## src/rtl/approx_mult_pkg.sv

```systemverilog
// Shared types and width helpers for the approximate-multiply engine.
package approx_mult_pkg;

    localparam int N_DEFAULT = 16;
    localparam int K_DEFAULT = 8;

    typedef enum logic [3:0] {
        IDLE, FETCH_A, FETCH_B, CAPT_B, NORM, MUL, DENORM, WRITE, DONE
    } state_t;

    // Shift-count width: clog2(N), at least 1 bit.
    function automatic int cnt_w(input int n);
        return (n <= 2) ? 1 : $clog2(n);
    endfunction

    // Signed de-normalisation shift width: clog2(2N)+1.
    function automatic int dlt_w(input int n);
        return $clog2(2 * n) + 1;
    endfunction

endpackage

```

## src/rtl/op_normalizer.sv

```systemverilog
// Operand register that shifts left until its MSB is set, counting the shifts.
module op_normalizer #(
    parameter int N   = 16,
    parameter int S_W = 4
) (
    input  logic           clk,
    input  logic           rst,
    input  logic           load,
    input  logic           step,
    input  logic [N-1:0]   din,
    output logic [N-1:0]   q,
    output logic [S_W-1:0] cnt,
    output logic           zero,
    output logic           fin
);

    assign zero = (q == '0);
    // A zero operand never reaches MSB=1, so it counts as finished.
    assign fin  = zero | q[N-1];

    always_ff @(posedge clk) begin
        if (rst) begin
            q   <= '0;
            cnt <= '0;
        end else if (load) begin
            q   <= din;
            cnt <= '0;
        end else if (step && !fin) begin
            q   <= {q[N-2:0], 1'b0};
            cnt <= cnt + 1'b1;
        end
    end

endmodule

```

## src/rtl/approx_mult_engine.sv

```systemverilog
// Block engine: reads A/B pairs, forms truncated-operand products, writes 2N-bit results.
module approx_mult_engine
    import approx_mult_pkg::*;
#(
    parameter int N      = 16,
    parameter int K      = 8,
    parameter int ADDR_W = 8
) (
    input  logic              clk,
    input  logic              rst,
    input  logic              start,
    input  logic              exact_mode,
    input  logic [ADDR_W-1:0] n_pairs,
    output logic [ADDR_W-1:0] rd_addr,
    input  logic [N-1:0]      rd_data,
    output logic              wr_en,
    output logic [ADDR_W-1:0] wr_addr,
    output logic [2*N-1:0]    wr_data,
    output logic              busy,
    output logic              done
);

    localparam int S_W = cnt_w(N);
    localparam int D_W = dlt_w(N);
    localparam logic signed [D_W-1:0] D_MAX = D_W'(2 * (N - K));

    state_t                  state, ns;
    logic [ADDR_W-1:0]       i, ni, n_lat;
    logic                    ex_lat;
    logic [2*N-1:0]          result;
    logic signed [D_W-1:0]   d, d_calc;

    logic [N-1:0]   qa, qb;
    logic [S_W-1:0] sa, sb;
    logic           za, zb, fa, fb;
    logic [2*K-1:0] prod_top;
    logic [2*N-1:0] prod_full;

    op_normalizer #(.N(N), .S_W(S_W)) u_norm_a (
        .clk(clk), .rst(rst), .load(state == FETCH_B), .step(state == NORM),
        .din(rd_data), .q(qa), .cnt(sa), .zero(za), .fin(fa)
    );

    op_normalizer #(.N(N), .S_W(S_W)) u_norm_b (
        .clk(clk), .rst(rst), .load(state == CAPT_B), .step(state == NORM),
        .din(rd_data), .q(qb), .cnt(sb), .zero(zb), .fin(fb)
    );

    assign prod_top  = qa[N-1 -: K] * qb[N-1 -: K];
    assign prod_full = qa * qb;
    assign d_calc    = D_MAX - $signed({{(D_W-S_W){1'b0}}, sa})
                             - $signed({{(D_W-S_W){1'b0}}, sb});
    assign wr_data   = result;

    always_comb begin
        ns = state;
        ni = i;
        case (state)
            IDLE:    if (start) begin
                         ni = '0;
                         ns = (n_pairs == '0) ? DONE : FETCH_A;
                     end
            FETCH_A: ns = FETCH_B;
            FETCH_B: ns = CAPT_B;
            CAPT_B:  ns = ex_lat ? MUL : NORM;
            NORM:    if (fa && fb) ns = MUL;
            MUL:     ns = ex_lat ? WRITE : DENORM;
            DENORM:  if (d == '0) ns = WRITE;
            WRITE:   if (i == n_lat - 1'b1) ns = DONE;
                     else begin
                         ni = i + 1'b1;
                         ns = FETCH_A;
                     end
            DONE:    ns = IDLE;
            default: ns = IDLE;
        endcase
    end

    // Outputs are registered from the next state so they line up with it.
    always_ff @(posedge clk) begin
        if (rst) begin
            state   <= IDLE;
            i       <= '0;
            n_lat   <= '0;
            ex_lat  <= 1'b0;
            result  <= '0;
            d       <= '0;
            rd_addr <= '0;
            wr_en   <= 1'b0;
            wr_addr <= '0;
            busy    <= 1'b0;
            done    <= 1'b0;
        end else begin
            if (state == IDLE && start) begin
                n_lat  <= n_pairs;
                ex_lat <= exact_mode;
            end
            if (state == MUL) begin
                if (ex_lat) begin
                    result <= prod_full;
                end else if (za || zb) begin
                    result <= '0;
                    d      <= '0;
                end else begin
                    result <= (2*N)'(prod_top);
                    d      <= d_calc;
                end
            end
            if (state == DENORM) begin
                if (d > 0) begin
                    result <= result << 1;
                    d      <= d - 1'b1;
                end else if (d < 0) begin
                    result <= result >> 1;
                    d      <= d + 1'b1;
                end
            end
            state   <= ns;
            i       <= ni;
            busy    <= (ns != IDLE);
            done    <= (ns == DONE);
            wr_en   <= (ns == WRITE);
            wr_addr <= (ns == WRITE) ? ni : '0;
            rd_addr <= (ns == FETCH_A) ? {ni[ADDR_W-2:0], 1'b0} :
                       (ns == FETCH_B) ? {ni[ADDR_W-2:0], 1'b1} : '0;
        end
    end

endmodule

```

## config.mk

```make
export PLATFORM = sky130hd
export DESIGN_NAME = approx_mult_engine
export DESIGN_NICKNAME = d
export VERILOG_FILES = /design/src/rtl/approx_mult_pkg.sv /design/src/rtl/op_normalizer.sv /design/src/rtl/approx_mult_engine.sv
export SDC_FILE = /design/constraint.sdc
export NUM_CORES = 1
export LEC_CHECK = 0
export ABC_CLOCK_PERIOD_IN_PS = 15520
export CORE_ASPECT_RATIO = 1.75
export CORE_MARGIN = 2
export CORE_UTILIZATION = 60
export CTS_BUF_LIST = sky130_fd_sc_hd__clkbuf_8
export CTS_CLUSTER_SIZE = 40
export DETAILED_ROUTE_END_ITERATION = 10
export GPL_ROUTABILITY_DRIVEN = 0
export HOLD_SLACK_MARGIN = 0.06
export PLACE_DENSITY = 0.81
export SLEW_MARGIN = 20
export SYNTH_ARGS = -nofsm -noshare
export SYNTH_HDL_FRONTEND = slang
export SYNTH_SLANG_ARGS = --single-unit
```

## constraint.sdc

```tcl
create_clock -name clk -period 15.52 [get_ports clk]
set_clock_uncertainty 0.1 [all_clocks]
set_input_delay 1.552 -clock clk [delete_from_list [all_inputs] [get_ports clk]]
set_output_delay 1.552 -clock clk [all_outputs]
set_load 0.02 [all_outputs]
```

==> results by group, run 1 <==
Setup path
  – Worst endpoint required time: 15.82 ns
  – CP Capture Type: register
  – Critical path class: register to register
  – CP Launch Type: register
  – Crit-path max FO: 19
  – Worst EP arrival: just over 7 ns

Synthesis
  – Post-synthesis mux area share: about 2.9%
  – FF+latch count, synth: ~120
  – Post-Synthesis Cell Area: approximately 16,000 um^2
  – Largest family of logic cells by synthesized area: adder cells
  – Mapped Cells: 1,850
  – Syn_nets: between 2,000 and 2,500
  – Synth Area in Compound Gates: 11.7%
  – Synth Flop Type: dfxtp_1
  – Simple-gate share of the synthesized area: 18.4%
  – Seq/Total Area, Yosys: around 15%
  – Synth warn: 0
  – Post-Synth XOR/XNOR Area: under 10%
  – Post-synth EDFFs: 0
  – Syn avg cell area: 8.49 um^2
  – Synth cell types: 74
  – FFs w/ async S/R, synth: 0%
  – Area share of fa/ha/maj cells after synthesis: between 30 and 40%

Detailed routing
  – Via count: 13,200
  – DRT Wirelength: approximately 44,000 um
  – Initial DRC Count: about 1,000
  – Pre-antenna DRT Iters: 7
  – Routed len/inst: 20.2 um
  – Antenna Nets Post-Route: 0
  – DR DRC count: 0
  – Vias per std cell: between 6 and 7

Cells and area
  – Post-layout util: about two thirds
  – Filler cells: between 2,000 and 2,500
  – Most frequent cells in the layout: inv_1 (305), fa_1 (215), nand2_1 (194)
  – Area delta synth->final: 7.92%
  – Ant diodes: 0
  – Nets: ~2,200
  – Share of layout cells above drive strength 1: about 4.4%
  – Commonest non-fill, non-tap cell in the layout: inv_1
  – Register Area: roughly 2400 um^2
  – Multi-input logic area: ~12,000 um^2

Global routing
  – GRT overflow: 0
  – GRT Util Overall: 32.8%
  – Antenna violations before repair: 0
  – First-pass GRT wire length: ~71,000 um
  – Vias in the first global route: ~14,000
  – Largest net degree at the start of global routing: 84

Worst hold path
  – Hold WC Path Type: register to register

Clock network
  – CTS Root Cell: clkbuf_8
  – Clock Sinks: roughly 120
  – H-tree levels: 4
  – # resized after CTS: 0
  – Count of hold-fix buffers inserted at cts: 0
  – CTS Buf Count: 17
  – TritonCTS clock tree: yes
  – Clk slew on worst S/H paths: about 0.080 ns
  – Post-CTS Repair Setup Buffers: 0
  – Clk buf depth: 2
  – Clock Latency Late Sink: between 0.4 and 0.5 ns

STA
  – Slew Limit Fails: 0
  – Sum Neg Setup Slack: 0 ns
  – Min cycle time layout: about 6.8 ns
  – Post-route clock period utilization: 44.1%
  – Final-report setup violation count: 0
  – Fmax: 146 MHz
  – Fin. Hold Viols: 0
  – Max transition margin: 26.3%
  – Final setup margin: between 8 and 9 ns
  – Worst hold margin: between 0.4 and 0.5 ns
  – RSZ-0062 raised after global routing: no
  – Worst slew pin tran: around 1.1 ns

Power
  – Pwr dens: roughly 50 nW/um^2
  – Worst vdd ir: 91.5 uV
  – Static Leak: slightly below 0.008 uW

Die
  – DIE AREA: between 20,000 and 30,000 um^2
  – Ports: 79
  – Chip Width: 126 um
  – Die height: between 200 and 250 um
  – Core area: roughly 26,000 um^2
  – Starting Density: about 61%
  – Row count: slightly below 80

Run
  – Max cap viols: 0

Run status
  – Status: completed

Placed design
  – Final HPWL DP: ~35,000 um
  – Place WS: about 8.8 ns
  – I/O Buffers: 78
[kinds of logic (layout without fill, tap and decap cells)]
family,count (synthesis),in the layout
and+or+nand+nor,586,586
buffers and inverters,427,430
adders and majority gates,354,354
AOI/OAI and AO/OA,267,267
DFF,118,118
xor gates and xnor gates,53,53
muxes,45,45
[power breakdown]
group / switching, uW / internal (uW)
sequential: 50.5 / 316
combinational: 119 / 73.2
clock: 143 / 164
total: 312 / 552
[synth_stat cells, types with 4 or more instances]
cell type | n | share of area [%]
xnor2_1 | 38 | 2.1
nor2_1 | 113 | 2.7
o211ai_1 | 18 | 0.86
a21oi_1 | 59 | 1.9
xor2_1 | 15 | 0.84
and2_1 | 120 | 4.8
buf_2 | 6 | 0.19
o22ai_1 | 7 | 0.28
a22o_1 | 7 | 0.39
a31oi_1 | 13 | 0.52
nor3b_1 | 5 | 0.24
dfxtp_1 | 118 | 15
nor3_1 | 43 | 1.4
a211oi_1 | 39 | 1.9
buf_1 | 4 | 0.096
a21o_1 | 16 | 0.76
o21ai_0 | 27 | 0.86
mux2i_1 | 41 | 2.6
a221oi_1 | 18 | 1.0
nand3_1 | 24 | 0.76
nor4_1 | 16 | 0.64
nand4_1 | 6 | 0.24
nand2b_1 | 7 | 0.28
nor2_2 | 8 | 0.32
inv_1 | 305 | 7.3
a22oi_1 | 21 | 1.0
ha_1 | 139 | 11
o21bai_1 | 6 | 0.29
nor2b_1 | 8 | 0.32
a211o_1 | 4 | 0.22
nor3_2 | 6 | 0.38
fa_1 | 215 | 27
or3_1 | 8 | 0.32
nand2_1 | 194 | 4.6
clkbuf_1 | 107 | 2.6
o21a_1 | 4 | 0.19
and3_1 | 4 | 0.16
[through the flow]
step	instance area, um^2	power (uW)	cells
CTS	17000	861	2173
detailed placement	16500	558	2142
finish	17000	865	2173
global route	17000	896	2173
global placement	16500	552	2142
floorplan	15700	485	1850
[routing by layer]
layer | wire, um | vias up | share of wire (%) | global-route usage [%]
met3 | 2720 | 231 | 6.2 | 5.15
met4 | 3790 | 0 | 8.6 | 25.2
met2 | 22900 | 655 | 52 | 59.2
met5 | 0 | - | 0 | 0
met1 | 14500 | 6389 | 33 | 33.5
li1 | - | 5948 | - | -
[worst paths after layout]
kind                   from     endpoint  slack, ns  depth (start not counted)
min              wr_data[1]   wr_data[0]       0.41                          2
min reg2reg      wr_data[1]   wr_data[0]       0.41                          2
max reg2reg  u_norm_a.q[10]  wr_data[24]       8.68                         18
max          u_norm_a.q[10]  wr_data[24]       8.68                         18
[sequential cells by signal, summed over array words and instances (netlist names)]
register and flops:
state 4, wr_data 32, u_norm_b.cnt 4, wr_en 1, u_norm_b.q 16, u_norm_a.cnt 4
rd_addr 8, d 6, done 1, u_norm_a.q 16, busy 1, i 8
ex_lat 1, n_lat 8, wr_addr 8
[final cells by class]
| class | instances | area share (%) |
|---|---|---|
| Sequential cell | 118 | 13.9 |
| Tap cell | 320 | 2.36 |
| Inverter | 305 | 6.75 |
| Clock buffer | 18 | 1.46 |
| Timing Repair Buffer | 94 | 5.30 |
| Multi-Input combinational cell | 1305 | 69.2 |
| Clock inverter | 13 | 1.01 |
[critical path, cell delays in order (launching register included)]
cell	delay [ns]
dfxtp_1	0.86
nand2_1	0.21
fa_1	0.55
fa_1	0.52
fa_1	0.53
inv_1	0.06
fa_1	0.50
fa_1	0.50
inv_1	0.05
fa_1	0.51
inv_1	0.05
ha_1	0.36
nand2_1	0.07
o21ai_0	0.28
o21ai_0	0.15
nor2_1	0.47
a31oi_1	0.20
or4b_2	0.67
a31oi_1	0.14
Note: power is estimated with default switching activity, not from simulation.
==> run 2, diff against run 1 <==
--- a/config.mk
+++ b/config.mk
@@ -5,7 +5,7 @@
 export SDC_FILE = /design/constraint.sdc
 export NUM_CORES = 1
 export LEC_CHECK = 0
-export ABC_CLOCK_PERIOD_IN_PS = 15520
+export ABC_CLOCK_PERIOD_IN_PS = 6800
 export CORE_ASPECT_RATIO = 1.75
 export CORE_MARGIN = 2
 export CORE_UTILIZATION = 60
==> constraint.sdc (replaced) <==
create_clock -name clk -period 6.8 [get_ports clk]
set_clock_uncertainty 0.1 [all_clocks]
set_input_delay 0.68 -clock clk [delete_from_list [all_inputs] [get_ports clk]]
set_output_delay 0.68 -clock clk [all_outputs]
set_load 0.02 [all_outputs]
==> run 2 against run 1 <==
Effect of this change:
- final area is 1.4% higher
- setup slack worse by 8.4 ns
- hold slack better by 0.018 ns
- utilization is 0.90 points higher
- cell count is 1.3% higher
- via count is 3.1% higher
- flip-flop and latch count stayed put
- register-to-register slack worse by 8.4 ns
- maximum frequency is 5.3% higher
- critical path type unchanged
- largest power group unchanged
- highest routed layer unchanged
==> results by group, run 2 (synthesis gave the netlist of run 1 again) <==
Run status
  – Status: completed

Power
  – Psw: 726 uW (+130%)
  – Static Leak: 0.00803 uW (+2.4%)
  – Internal: 1310 uW (+140%)
  – Sequential share of power: 39.9% (-2.4 points)
  – Sw frac: 35.6% (-0.52 points)
  – Clock Power Share: 35.9% (+0.5 points)
  – Final total power: 2040 uW (+140%)
  – Comb power frac: 24.1% (+1.9 points)
  – Worst vdd ir: 370 uV (+300%)
  – Pwr dens: 119 nW/um^2 (+130%)

Clock network
  – Clk slew on worst S/H paths: 0.08 ns (about the same)
  – Count of hold-fix buffers inserted at cts: 0 (unchanged)
  – H-tree levels: 4 (unchanged)
  – Clk buf depth: 2 (unchanged)
  – Clock Latency Late Sink: 0.49 ns (about the same)
  – Post-CTS Repair Setup Buffers: 0 (unchanged)
  – Clock Sinks: 118 (unchanged)
  – CTS Buf Count: 17 (unchanged)
  – TritonCTS clock tree: yes
  – CTS Root Cell: clkbuf_8

Cells and area
  – Most frequent cells in the layout: inv_1 (309), fa_1 (215), nand2_1 (193)
  – Final Non-Filler Cells: 2,202 (+1.3%)
  – Filler cells: 2,006 (-1.4%)
  – Ant diodes: 0 (unchanged)
  – Max reg flops: 32 (unchanged)
  – Nets: 2,251 (+1.3%)
  – Commonest non-fill, non-tap cell in the layout: inv_1
  – Area delta synth->final: 9.41%
  – Share of layout cells above drive strength 1: 6.00% (+1.6 points)

Detailed routing
  – DRT Wirelength: 46,400 um (+5.7%)
  – Vias per std cell: 6.19 (+1.8%)
  – Initial DRC Count: 914 (-11%)
  – Antenna Nets Post-Route: 0 (unchanged)
  – Pre-antenna DRT Iters: 7 (unchanged)
  – DR DRC count: 0 (unchanged)
  – Routed len/inst: 21.1 um (+4.3%)
  – Via count: 13,600 (+3.1%)

Die
  – Row count: 78 (unchanged)
  – Core area: 25,900 um^2 (unchanged)
  – Die height: 218 um (unchanged)
  – Ports: 79 (unchanged)
  – DIE AREA: 27,500 um^2 (unchanged)
  – Chip Width: 126 um (unchanged)
  – Starting Density: 60.7% (unchanged)

Worst hold path
  – Hold WC Path Type: register to register
  – Worst hold stages: 2 (unchanged)
  – Worst Min Path Start: wr_data[1]
  – Hold path endpoint: wr_data[0]

Setup path
  – Crit-path max FO: 19 (unchanged)
  – Critical path class: register to register
  – Slowest CP cell: dfxtp_1
  – Crit path top cell by count: fa_1
  – Worst endpoint required time: 7.08 ns (-8.74 ns)
  – R2r setup slk: 0.30 ns (-8.38 ns)
  – Worst EP arrival: 6.77 ns (-0.37 ns)
  – CP Launch Type: register
  – Worst Setup SP: u_norm_a.q[3]
  – Crit path cell chain: nand2_1 > fa_1 > inv_1 > fa_1 > fa_1 > fa_1 > fa_1 > inv_1 > fa_1 > inv_1 > ha_1 > a21oi_1 > nand2b_1 > a211oi_1 > nor2_1 > buf_4 > a21boi_0 > nor2_1 > or3_1 > a31o_2
  – Slowest cell delay on critical path: 0.92 ns (+0.06 ns)
  – R2R Path End: wr_data[22]
  – CP Capture Type: register
  – Critical R2R Launch: u_norm_a.q[3]
  – FF-to-FF path depth: 20 (+2)

STA
  – Min cycle time layout: 6.50 ns (-0.344 ns)
  – Worst slew pin tran: 0.954 ns (-0.146 ns)
  – Sum Neg Setup Slack: 0 ns (unchanged)
  – Post-route clock period utilization: 95.5% (+51 points)
  – Max transition margin: 36.2% (+9.9 points)
  – Fmax: 154 MHz (+5.3%)
  – Slew Limit Fails: 0 (unchanged)
  – Fin. Hold Viols: 0 (unchanged)
  – Final-report setup violation count: 0 (unchanged)
  – RSZ-0062 raised after global routing: no

Global routing
  – First-pass GRT wire length: 73,600 um (+3.8%)
  – GRT Util Overall: 34.5% (+1.7 points)
  – Largest net degree at the start of global routing: 83 (-1.2%)
  – GRT overflow: 0 (unchanged)
  – Vias in the first global route: 14,300 (+2.1%)
  – Antenna violations before repair: 0 (unchanged)

Placed design
  – Placed cell count: 2,170 (+1.3%)
  – Final HPWL DP: 36,300 um (+5.0%)
  – I/O Buffers: 78 (unchanged)

Run
  – Max cap viols: 0 (unchanged)
-- run 2: changes by cell type in the layout (fill, tap and decap cells not counted), moves of 4 or more --
cell / previous run / this run
dfxtp_2: 0 / 6
clkinvlp_4: 5 / 1
dfxtp_1: 118 / 112
inv_1: 305 / 309
buf_4: 17 / 45
-- run 2: power groups by stage --
stage / Combinational, uW / Sequential [uW] / Clock, uW
3_3_place_gp: 466 / 822 / 0
2_1_floorplan: 358 / 750 / 0
6_report: 492 / 815 / 732
5_1_grt: 535 / 816 / 761
3_5_place_dp: 478 / 824 / 0
4_1_cts: 484 / 808 / 735
-- run 2: what timing repair did --
item | in CTS | in global routing
resized for setup | 0 | 7
setup endpoints to repair | 0 | 11
hold endpoints to repair | 0 | 0
-- run 2: layout make-up --
class,count,area (um^2),area share [%]
tap,320,400,2.33
sequential,118,2370,13.8
inverter,305,1140,6.66
clock buffer,18,248,1.44
clock inverter,14,186,1.08
multi-input combinational,1305,11700,68.2
timing repair buffer,122,1110,6.45
-- run 2: per-layer routing --
metal,routed length [um],track usage (%),vias up
met5,0,0,-
met4,4800,29.3,0
met3,3230,5.91,292
met2,23600,61.0,716
met1,14800,34.9,6629
li1,-,-,6001
-- run 2: worst max-delay path, delay by kind of cell, from the launching register on --
family / cells / cell delay (ns)
fa+ha+maj: 7 / 3.25
compound gates: 4 / 0.98
flops: 1 / 0.92
simple gates: 5 / 0.76
buf+inv: 4 / 0.36
-- run 2: stage by stage --
step	hold slack, ns	setup slack (ns)	util (%)	cell area (um^2)
finish	0.425	0.304	66.5	17200
floorplan	0.385	0.753	-	15700
global placement	0.400	0.434	64.7	16700
global route	0.454	0.0217	66.5	17200
detailed placement	0.409	0.334	64.7	16700
CTS	0.425	0.258	66.4	17200
-- run 2: worst max-delay path by stage --
stage	to	slack, ns
2_1_floorplan	wr_data[24]	0.75
3_3_place_gp	wr_data[17]	0.43
3_5_place_dp	wr_data[17]	0.33
4_1_cts	wr_data[17]	0.26
5_1_grt	wr_data[22]	0.02
6_report	wr_data[22]	0.30
